===== config.mk =====
export PLATFORM = sky130hd
export DESIGN_NAME = sdram_bus_arbiter
export DESIGN_NICKNAME = d
export VERILOG_FILES = /design/src/rtl/sdram_arb_pkg.sv /design/src/rtl/rr_pick2.sv /design/src/rtl/sdram_bus_arbiter.sv
export SDC_FILE = /design/constraint.sdc
export NUM_CORES = 1
export LEC_CHECK = 0
export CAP_MARGIN = 15
export CORE_AREA = 10 10 91 93
export CTS_BUF_LIST = sky130_fd_sc_hd__clkbuf_4
export CTS_CLUSTER_DIAMETER = 50
export CTS_CLUSTER_SIZE = 24
export DETAILED_ROUTE_END_ITERATION = 7
export DIE_AREA = 0 0 101 103
export HOLD_SLACK_MARGIN = 0.02
export PLACE_DENSITY = 0.79
export SETUP_SLACK_MARGIN = 0.1
export SYNTH_ARGS = -nofsm -noshare
export SYNTH_HDL_FRONTEND = slang
export SYNTH_SLANG_ARGS = --single-unit
export TNS_END_PERCENT = 5

===== constraint.sdc =====
create_clock -name iCLK -period 2.2 [get_ports iCLK]
set_clock_uncertainty 0.2 [all_clocks]
set_input_delay 0.33 -clock iCLK [delete_from_list [all_inputs] [get_ports iCLK]]
set_output_delay 0.33 -clock iCLK [all_outputs]
set_load 0.05 [all_outputs]

===== src/rtl/sdram_arb_pkg.sv =====
// Shared types and defaults for the two-master SDRAM bus arbiter.
package sdram_arb_pkg;

    typedef enum logic [1:0] {
        StIdle = 2'd0,
        StGnt0 = 2'd1,
        StGnt1 = 2'd2
    } arb_state_e;

    localparam int unsigned AddrWDefault = 24;
    localparam int unsigned DataWDefault = 16;
    localparam int unsigned BeW          = 2;

endpackage


===== src/rtl/rr_pick2.sv =====
// Two-way round-robin picker: favours the requester that was not served last.
module rr_pick2 (
    input  logic req0_i,
    input  logic req1_i,
    input  logic last_i,   // 1: master 1 was served last
    output logic valid_o,
    output logic pick_o    // 1: master 1 wins
);

    always_comb begin
        valid_o = req0_i | req1_i;
        if (req0_i && req1_i) begin
            pick_o = ~last_i;
        end else begin
            pick_o = req1_i;
        end
    end

endmodule


===== src/rtl/sdram_bus_arbiter.sv =====
// Round-robin, burst-limited arbiter sharing one SDRAM slave port between two masters.
// Optional grant watchdog enabled by defining SDRAM_ARB_TIMEOUT_EN.
module sdram_bus_arbiter
    import sdram_arb_pkg::*;
#(
    parameter int unsigned ADDR_W    = AddrWDefault,
    parameter int unsigned DATA_W    = DataWDefault,
    parameter int unsigned MAX_BURST = 8,
    parameter int unsigned TIMEOUT   = 255
) (
    input  logic              iCLK,
    input  logic              iRST,
    input  logic              iM0_Read,
    input  logic              iM0_Write,
    input  logic [ADDR_W-1:0] iM0_Addr,
    input  logic [BeW-1:0]    iM0_BE,
    input  logic [DATA_W-1:0] iM0_Data,
    output logic              oM0_ACK,
    output logic [DATA_W-1:0] oM0_Data,
    input  logic              iM1_Read,
    input  logic              iM1_Write,
    input  logic [ADDR_W-1:0] iM1_Addr,
    input  logic [BeW-1:0]    iM1_BE,
    input  logic [DATA_W-1:0] iM1_Data,
    output logic              oM1_ACK,
    output logic [DATA_W-1:0] oM1_Data,
    output logic [ADDR_W-1:0] oAddr,
    output logic              oRead,
    output logic              oWrite,
    output logic [BeW-1:0]    oBE,
    output logic [DATA_W-1:0] oData,
    input  logic              iACK,
    input  logic [DATA_W-1:0] iData,
    output logic [1:0]        oGrant,
    output logic              oTimeout
);

    if (MAX_BURST < 1 || MAX_BURST > 255) begin : g_bad_burst
        $error("MAX_BURST must be in 1..255");
    end
    if (TIMEOUT < 1 || TIMEOUT > 255) begin : g_bad_timeout
        $error("TIMEOUT must be in 1..255");
    end

    arb_state_e state_q, state_d;
    logic       last_q;
    logic [7:0] cnt_q;
    logic       req0, req1, granted, own_req, last_sel, valid, pick, enter, release_g, tmo_hit;

    assign req0    = iM0_Read | iM0_Write;
    assign req1    = iM1_Read | iM1_Write;
    assign granted = (state_q == StGnt0) || (state_q == StGnt1);
    assign own_req = (state_q == StGnt0) ? req0 : req1;

    // In a grant state the owner counts as "last served" so the other side wins on release.
    assign last_sel = (state_q == StGnt0) ? 1'b0 : (state_q == StGnt1) ? 1'b1 : last_q;

    rr_pick2 u_pick (
        .req0_i (req0),
        .req1_i (req1),
        .last_i (last_sel),
        .valid_o(valid),
        .pick_o (pick)
    );

`ifdef SDRAM_ARB_TIMEOUT_EN
    logic [7:0] wdog_q;
    logic       tmo_q;
    assign tmo_hit  = granted && own_req && !iACK && (wdog_q == 8'(TIMEOUT - 1));
    assign oTimeout = tmo_q;
`else
    assign tmo_hit  = 1'b0;
    assign oTimeout = 1'b0;
`endif

    assign release_g = granted &&
                       (!own_req || (iACK && (cnt_q == 8'(MAX_BURST - 1))) || tmo_hit);

    always_comb begin
        state_d = state_q;
        enter   = 1'b0;
        if ((state_q == StIdle || release_g) && valid) begin
            state_d = pick ? StGnt1 : StGnt0;
            enter   = 1'b1;
        end else if (release_g || !granted) begin
            state_d = StIdle;
        end
    end

    always_ff @(posedge iCLK or negedge iRST) begin
        if (!iRST) begin
            state_q <= StIdle;
            last_q  <= 1'b1;
            cnt_q   <= 8'd0;
`ifdef SDRAM_ARB_TIMEOUT_EN
            wdog_q  <= 8'd0;
            tmo_q   <= 1'b0;
`endif
        end else begin
            state_q <= state_d;
            if (enter) begin
                last_q <= pick;
            end
            if (enter || state_d == StIdle) begin
                cnt_q <= 8'd0;
            end else if (granted && iACK) begin
                cnt_q <= cnt_q + 8'd1;
            end
`ifdef SDRAM_ARB_TIMEOUT_EN
            if (enter || state_d == StIdle || iACK) begin
                wdog_q <= 8'd0;
            end else if (granted && own_req) begin
                wdog_q <= wdog_q + 8'd1;
            end
            tmo_q <= tmo_hit;
`endif
        end
    end

    always_comb begin
        oAddr    = '0;
        oRead    = 1'b0;
        oWrite   = 1'b0;
        oBE      = '0;
        oData    = '0;
        oM0_ACK  = 1'b0;
        oM1_ACK  = 1'b0;
        oM0_Data = '0;
        oM1_Data = '0;
        oGrant   = 2'b00;
        case (state_q)
            StGnt0: begin
                oAddr    = iM0_Addr;
                oRead    = iM0_Read;
                oWrite   = iM0_Write & ~iM0_Read;
                oBE      = iM0_BE;
                oData    = iM0_Data;
                oM0_ACK  = iACK;
                oM0_Data = iData;
                oM1_Data = iData;
                oGrant   = 2'b01;
            end
            StGnt1: begin
                oAddr    = iM1_Addr;
                oRead    = iM1_Read;
                oWrite   = iM1_Write & ~iM1_Read;
                oBE      = iM1_BE;
                oData    = iM1_Data;
                oM1_ACK  = iACK;
                oM0_Data = iData;
                oM1_Data = iData;
                oGrant   = 2'b10;
            end
            default: ;
        endcase
    end

endmodule


# == Word level (Yosys, flattened, before mapping) ==
# Index checks and enable logic that the tools add are counted.
# word_totals
reg_bits,11
latch_bits,0
mem_bits_rw,0
romBits,0
in_bits,107
output_inout_bits,81
wordCells,50
n_memories,0
# op_classes
n_addsub,1
mul,0
div,0
order_cmp,0
eq_ne,3
n_shift,0
n_mux,19
n_bitwise,8
reduce_logical,16
# ops
operator,n
$pmux W24 S2,1
$pmux W16 S2,1
$mux W16,1
$mux W8,2
$add A8 B1 Y8 const B,1
$eq A8 B3 Y1 const B,1
$pmux W2 S2,2
$mux W1,7
$mux W2,3
$logic_and A1 B1 Y1,5
$logic_or A1 B1 Y1,5
$logic_not A2 Y1,2
$pmux W1 S2,2
$not A1 Y1,3
$or A1 B1 Y1,3
$and A1 B1 Y1,2
$eq A2 B1 Y1 const B,1
$eq A2 B2 Y1 const B,1
$logic_not A1 Y1,2
$reduce_bool A2 Y1,1
$reduce_or A2 Y1,1

# == Depth between registers and ports, before layout ==
# logic_depth
depth_word,11
mapped_depth,8
ltp_nobuf,7

# == Hierarchy ==
# Synthesis repeated with hierarchy kept, for this count alone.
# hier_totals
cells_unflattened,218
hier_area_um2,1612.8
# by_module_without_submodules
mod,instances,cells_each,area_each_um2,seq_area_each_um2
sdram_bus_arbiter,1,216,1599.0,276.5
rr_pick2,1,2,13.8,0.0

# == Least setup slack after synthesis ==
# Ideal clock, no wire load.
# synth_path
kind,reg2out
from,reg state_q[0]
to,out oAddr[0]
t_arrival_ps,2350
required_time_ps,1670
setup_slack_ps,-680
path_stages_with_launch,7
n_path_buf,2
cell_sequence,dfrtp_1 -> inv_1 -> ha_1 -> buf_2 -> clkbuf_1 -> a22oi_1 -> nor2b_1
# synth_via
elab_chain_cells,2
word_cells_on_any_way,3
classes_between,eq/ne: 2; mux: 1
# synth_lines
item,line,source
"start, declared",sdram_bus_arbiter.sv:45,"arb_state_e state_q, state_d;"
"start signal, assigned",sdram_bus_arbiter.sv:92,state_q <= StIdle;
"start signal, assigned",sdram_bus_arbiter.sv:100,state_q <= state_d;
$eq A2 B2 Y1 or $eq A2 B1 Y1 (tied branches),sdram_bus_arbiter.sv:131,case (state_q)
$pmux W24 S2 (*),sdram_bus_arbiter.sv:131,
"end, declared",sdram_bus_arbiter.sv:27,"output logic [ADDR_W-1:0] oAddr,"
# Every way passes the cells marked *; elsewhere a longest branch is shown, timed or not.

# == Final worst setup path ==
# layout_path
from,reg state_q[0]
to,out oWrite
# layout_via
elab_chain_cells,2
word_cells_on_any_way,3
classes_between,eq/ne: 2; mux: 1
# layout_lines
item,line,source
$eq A2 B2 Y1 or $eq A2 B1 Y1 (tied branches),sdram_bus_arbiter.sv:131,
$pmux W1 S2 (*),sdram_bus_arbiter.sv:131,
"end, declared",sdram_bus_arbiter.sv:29,"output logic oWrite,"
# Marks and branches as above.

==> qor_table.md <==
| Step | Parameter | This run |
| --- | --- | --- |
| cts | Root buffer selected by CTS | sky130_fd_sc_hd__clkbuf_4 |
| routing | Ratio of routed vias to standard cells | 5.10 |
| grt | Maximum number of pins on one net before global-route repair | 30 |
| critical path | Type of element capturing the critical path | primary output |
| routing | Drt drc | 0 |
| floorplan | Boundary pin count | 188 |
| grt | Overflow after GRT | 0 |
| pwr | Combinational fraction of design power | 95.2% |
| pwr | Portion of total power attributed to the clock network | 1.7% |
| grt | Via count of the first global-routing pass | 2,546 |
| floorplan | Die Area | 0.0104 mm^2 |
| yosys | Net count of the mapped netlist | 327 |
| cts | Total of hold buffers inserted after clock tree synthesis | 0 |
| hold path | HP Class | primary input to async pin |
| cts | Number of sinks handled by clock tree synthesis | 11 |
| sta | Min cycle time layout | 2.24 ns |
| grt | Met2 GRT Util | 36.3% |
| cts | Max Buffers Root-to-Sink | 2 |
| sta | Aggregate negative setup slack | -0.0995 ns |
| placement | Cell count after placement | 462 |
| floorplan | Core box area | 0.00657 mm^2 |
| grt | GRT Overall Usage | 18.6% |
| yosys | Number of synthesized flops with an enable pin | 0 |
| floorplan | Effective utilization at floorplan | 25.3% |
| placement | Half-perimeter wire length after placement | 8250 um |
| pwr | Power density over cell area | 1770 mW/mm^2 |
| yosys | Avg Inst Size Synth | 7.69 um^2 |
| yosys | Synth Instances | 216 |
| pwr | Static leakage power | 2.07 nW |
| cts | CTS HTree Levels | 1 |
| grt | Global routing met1 resource utilization | 19.7% |
| critical path | R2R cell count | 9 |
| critical path | Worst Path Buf+Inv | 3 |
| yosys | Sequential area share after synthesis | 16.7% |
| critical path | Worst EP arrival | 1.71 ns |
| finish | Diodes inserted | 0 |
| sta | Max-slew violation total from the final report | 0 |
| sta | Total setup violations reported at the end of the flow | 5 |
| critical path | CP startpoint kind | flop |
| routing | Number of iterations in the first detailed-routing pass | 4 |
| sta | Final worst-path setup slack | -0.0440 ns |
| critical path | CP delay by family, top | flip-flops |
| pwr | Internal Dissipation | 4.86 mW |
| yosys | Count of unique library cells instantiated by Yosys | 38 |
| critical path | Maximum fanout along the worst path | 6 |
| routing | Average wire per cell in the routed design | 23.4 um |
| pwr | Switching portion of total power | 48.3% |
| job | Max-cap viol count | 0 |
| critical path | Series of cell instances along the critical path | inv_4 -> ha_4 -> buf_4 -> nand2_1 -> o22ai_1 -> and2_4 -> buf_12 |
| cts | Clk Latency, worst-skew pair | 0.28 ns |
| yosys | Syn. warnings | 0 |
| critical path | CP Data Required Time | 1.67 ns |
| grt | Highest-utilization routing layer at the global route stage | met2 |
| status | Result of the run | finished, violations left |
| pwr | Part of the power in registers | 3.0% |
| yosys | Most common flop cell mapped by yosys | sky130_fd_sc_hd__dfrtp_1 |
| routing | Post-detailed-routing wire length | 11,300 um |
| pwr | Net Sw Power | 4.53 mW |
| cts | TritonCTS clock tree | done |
| critical path | Critical Path Max Stage Delay | 0.45 ns |
| routing | Number of nets still failing antenna checks after routing | 0 |
| yosys | Synthesized flop and latch total | 11 |
| sta | Number of hold-slack violations in the final timing report | 0 |
| status | Violated checks | negative setup slack |
| floorplan | Chip Height | 103 um |
| critical path | CP max-delay cell | sky130_fd_sc_hd__dfrtp_2 |
| yosys | Fraction of registers with async set/reset | 100% |
| pwr | Maximum vdd drop | 1.46 mV |
| placement | Number of port buffers | 186 |
| cts | Num CTS Buffers | 3 |
| sta | Final Cycle Share | 102% |
| sta | Highest clock frequency the design can meet | 0.446 GHz |
| floorplan | Die span in x | 101 um |
| routing | Total number of vias | 2,456 |
| sta | Unrepaired setup endpoints after global routing | yes |
| grt | Met3 usage | 4.83% |
| critical path | Class of the most critical setup path | flop to primary output |
| sta | Relative max-transition margin | 65.4% |
| floorplan | Number of core rows | 30 |
| placement | Weighted congestion at the end of routability-driven global placement | 0.898 |
| routing | DRC violation total after the first TritonRoute iteration | 68 |
| sta | Actual transition at the worst max-transition pin | 0.518 ns |
| grt | Antenna violations before repair | 0 |
| finish | Most common cell after layout, fill and taps aside | sky130_fd_sc_hd__clkdlybuf4s50_1 |
| finish | Layout cell share with drive strength beyond 1 | 58.5% |
| cts | Clock input transition at the sequential cells of the worst setup and hold paths | 0.08 ns |
| yosys | Post-synthesis instance area | 0.00166 mm^2 |
| finish | Area growth from synthesis to layout | 220% |
| critical path | Depth of the critical timing path with buffers and inverters included | 7 |
| grt | First-pass GRT wire length | 15,200 um |
| finish | Net count, final | 514 |
| finish | Commonest non-fill, non-tap cells in the layout | sky130_fd_sc_hd__clkdlybuf4s50_1 (106), sky130_fd_sc_hd__buf_12 (87), sky130_fd_sc_hd__a22oi_2 (42), sky130_fd_sc_hd__nor2b_4 (42), sky130_fd_sc_hd__and2_4 (19) |
| finish | Final standard cell count with taps included and fillers excluded | 482 |
==> cells in the mapped netlist, types with 3 or more instances <==
master / number / share of area, %
sky130_fd_sc_hd__a22oi_1: 43 / 19
sky130_fd_sc_hd__nor2b_1: 43 / 16
sky130_fd_sc_hd__and2_1: 20 / 7.5
sky130_fd_sc_hd__buf_4: 18 / 8.1
sky130_fd_sc_hd__clkbuf_1: 14 / 3.2
sky130_fd_sc_hd__dfrtp_1: 10 / 15
sky130_fd_sc_hd__nor3_1: 10 / 3.0
sky130_fd_sc_hd__nand2_1: 8 / 1.8
sky130_fd_sc_hd__xor2_1: 5 / 2.6
sky130_fd_sc_hd__ha_1: 4 / 3.0
sky130_fd_sc_hd__o21ai_0: 4 / 1.2
sky130_fd_sc_hd__and3_1: 3 / 1.1
sky130_fd_sc_hd__nand4_1: 3 / 1.1
==> state kept, by name (all words and copies together) (netlist names) <==
register	flops
state_q	2
cnt_q	8
last_q	1
==> final cells by class <==
class                      instances  area (um^2)
inverter                           2         10.0
clock buffer                       4         30.0
multi-input combinational        167         1780
fill                             363         1260
sequential                        11          278
tap                               80          100
timing repair buffer             218         3110
==> through the flow <==
step | power, mW | area [um^2] | setup WS [ns] | hold WS, ns | utilization [%]
floorplan | 5.12 | 2150 | 0.0782 | -0.166 | -
global placement | 8.23 | 4790 | -0.104 | 0.284 | 72.9
detailed placement | 8.33 | 4790 | -0.218 | 0.290 | 72.9
CTS | 9.10 | 5140 | -0.0123 | 0.188 | 78.3
global route | 9.73 | 5310 | -0.111 | 0.219 | 80.8
finish | 9.39 | 5310 | -0.0440 | 0.183 | 80.8
==> final timing paths <==
check,start,to,slack (ns)
worst max register to register,state_q[0]$_DFF_PN0_,cnt_q[1]$_DFFE_PN0P_,0.06
worst max-delay path,state_q[0]$_DFF_PN0_,oWrite,-0.04
max in group asynchronous,iRST,state_q[0]$_DFF_PN0_,1.24
worst min-delay path,iRST,cnt_q[0]$_DFFE_PN0P_,0.18
worst min register to register,last_q$_DFFE_PN1P_,last_q$_DFFE_PN1P_,0.30
min in group iCLK,last_q$_DFFE_PN1P_,last_q$_DFFE_PN1P_,0.30
==> repair_timing <==
item,in CTS,in global routing
pin swaps,16,40
resized for setup,49,4
setup buffers,5,5
gates cloned,2,4
endpoints found under the setup margin,77,87
==> cell families after synthesis <==
kind of cell               Yosys count  share of synthesized area (%)
AOI/OAI and AO/OA                   56                           26.8
xor gates and xnor gates             7                           3.69
adders and majority gates            4                           3.01
buffers and inverters               38                           13.2
DFF                                 11                           16.7
muxes                                2                           1.21
other                                1                          0.226
and+or+nand+nor                     97                           35.2
==> per-layer routing <==
metal	part of all wire [%]	routed length (um)
met5	0	0
met4	1.4	153
met3	7.2	805
met2	56	6350
met1	35	3950
==> power by group through the flow <==
stage                     registers, mW  clock network (mW)  logic (mW)
after floorplan                   0.285                   0        4.83
after global placement            0.283                   0        7.94
after global routing              0.293               0.181        9.25
after CTS                         0.285               0.168        8.65
after detailed placement          0.286                   0        8.04
final                             0.286               0.163        8.94
No activity file was read; power rests on OpenSTA's default activity.
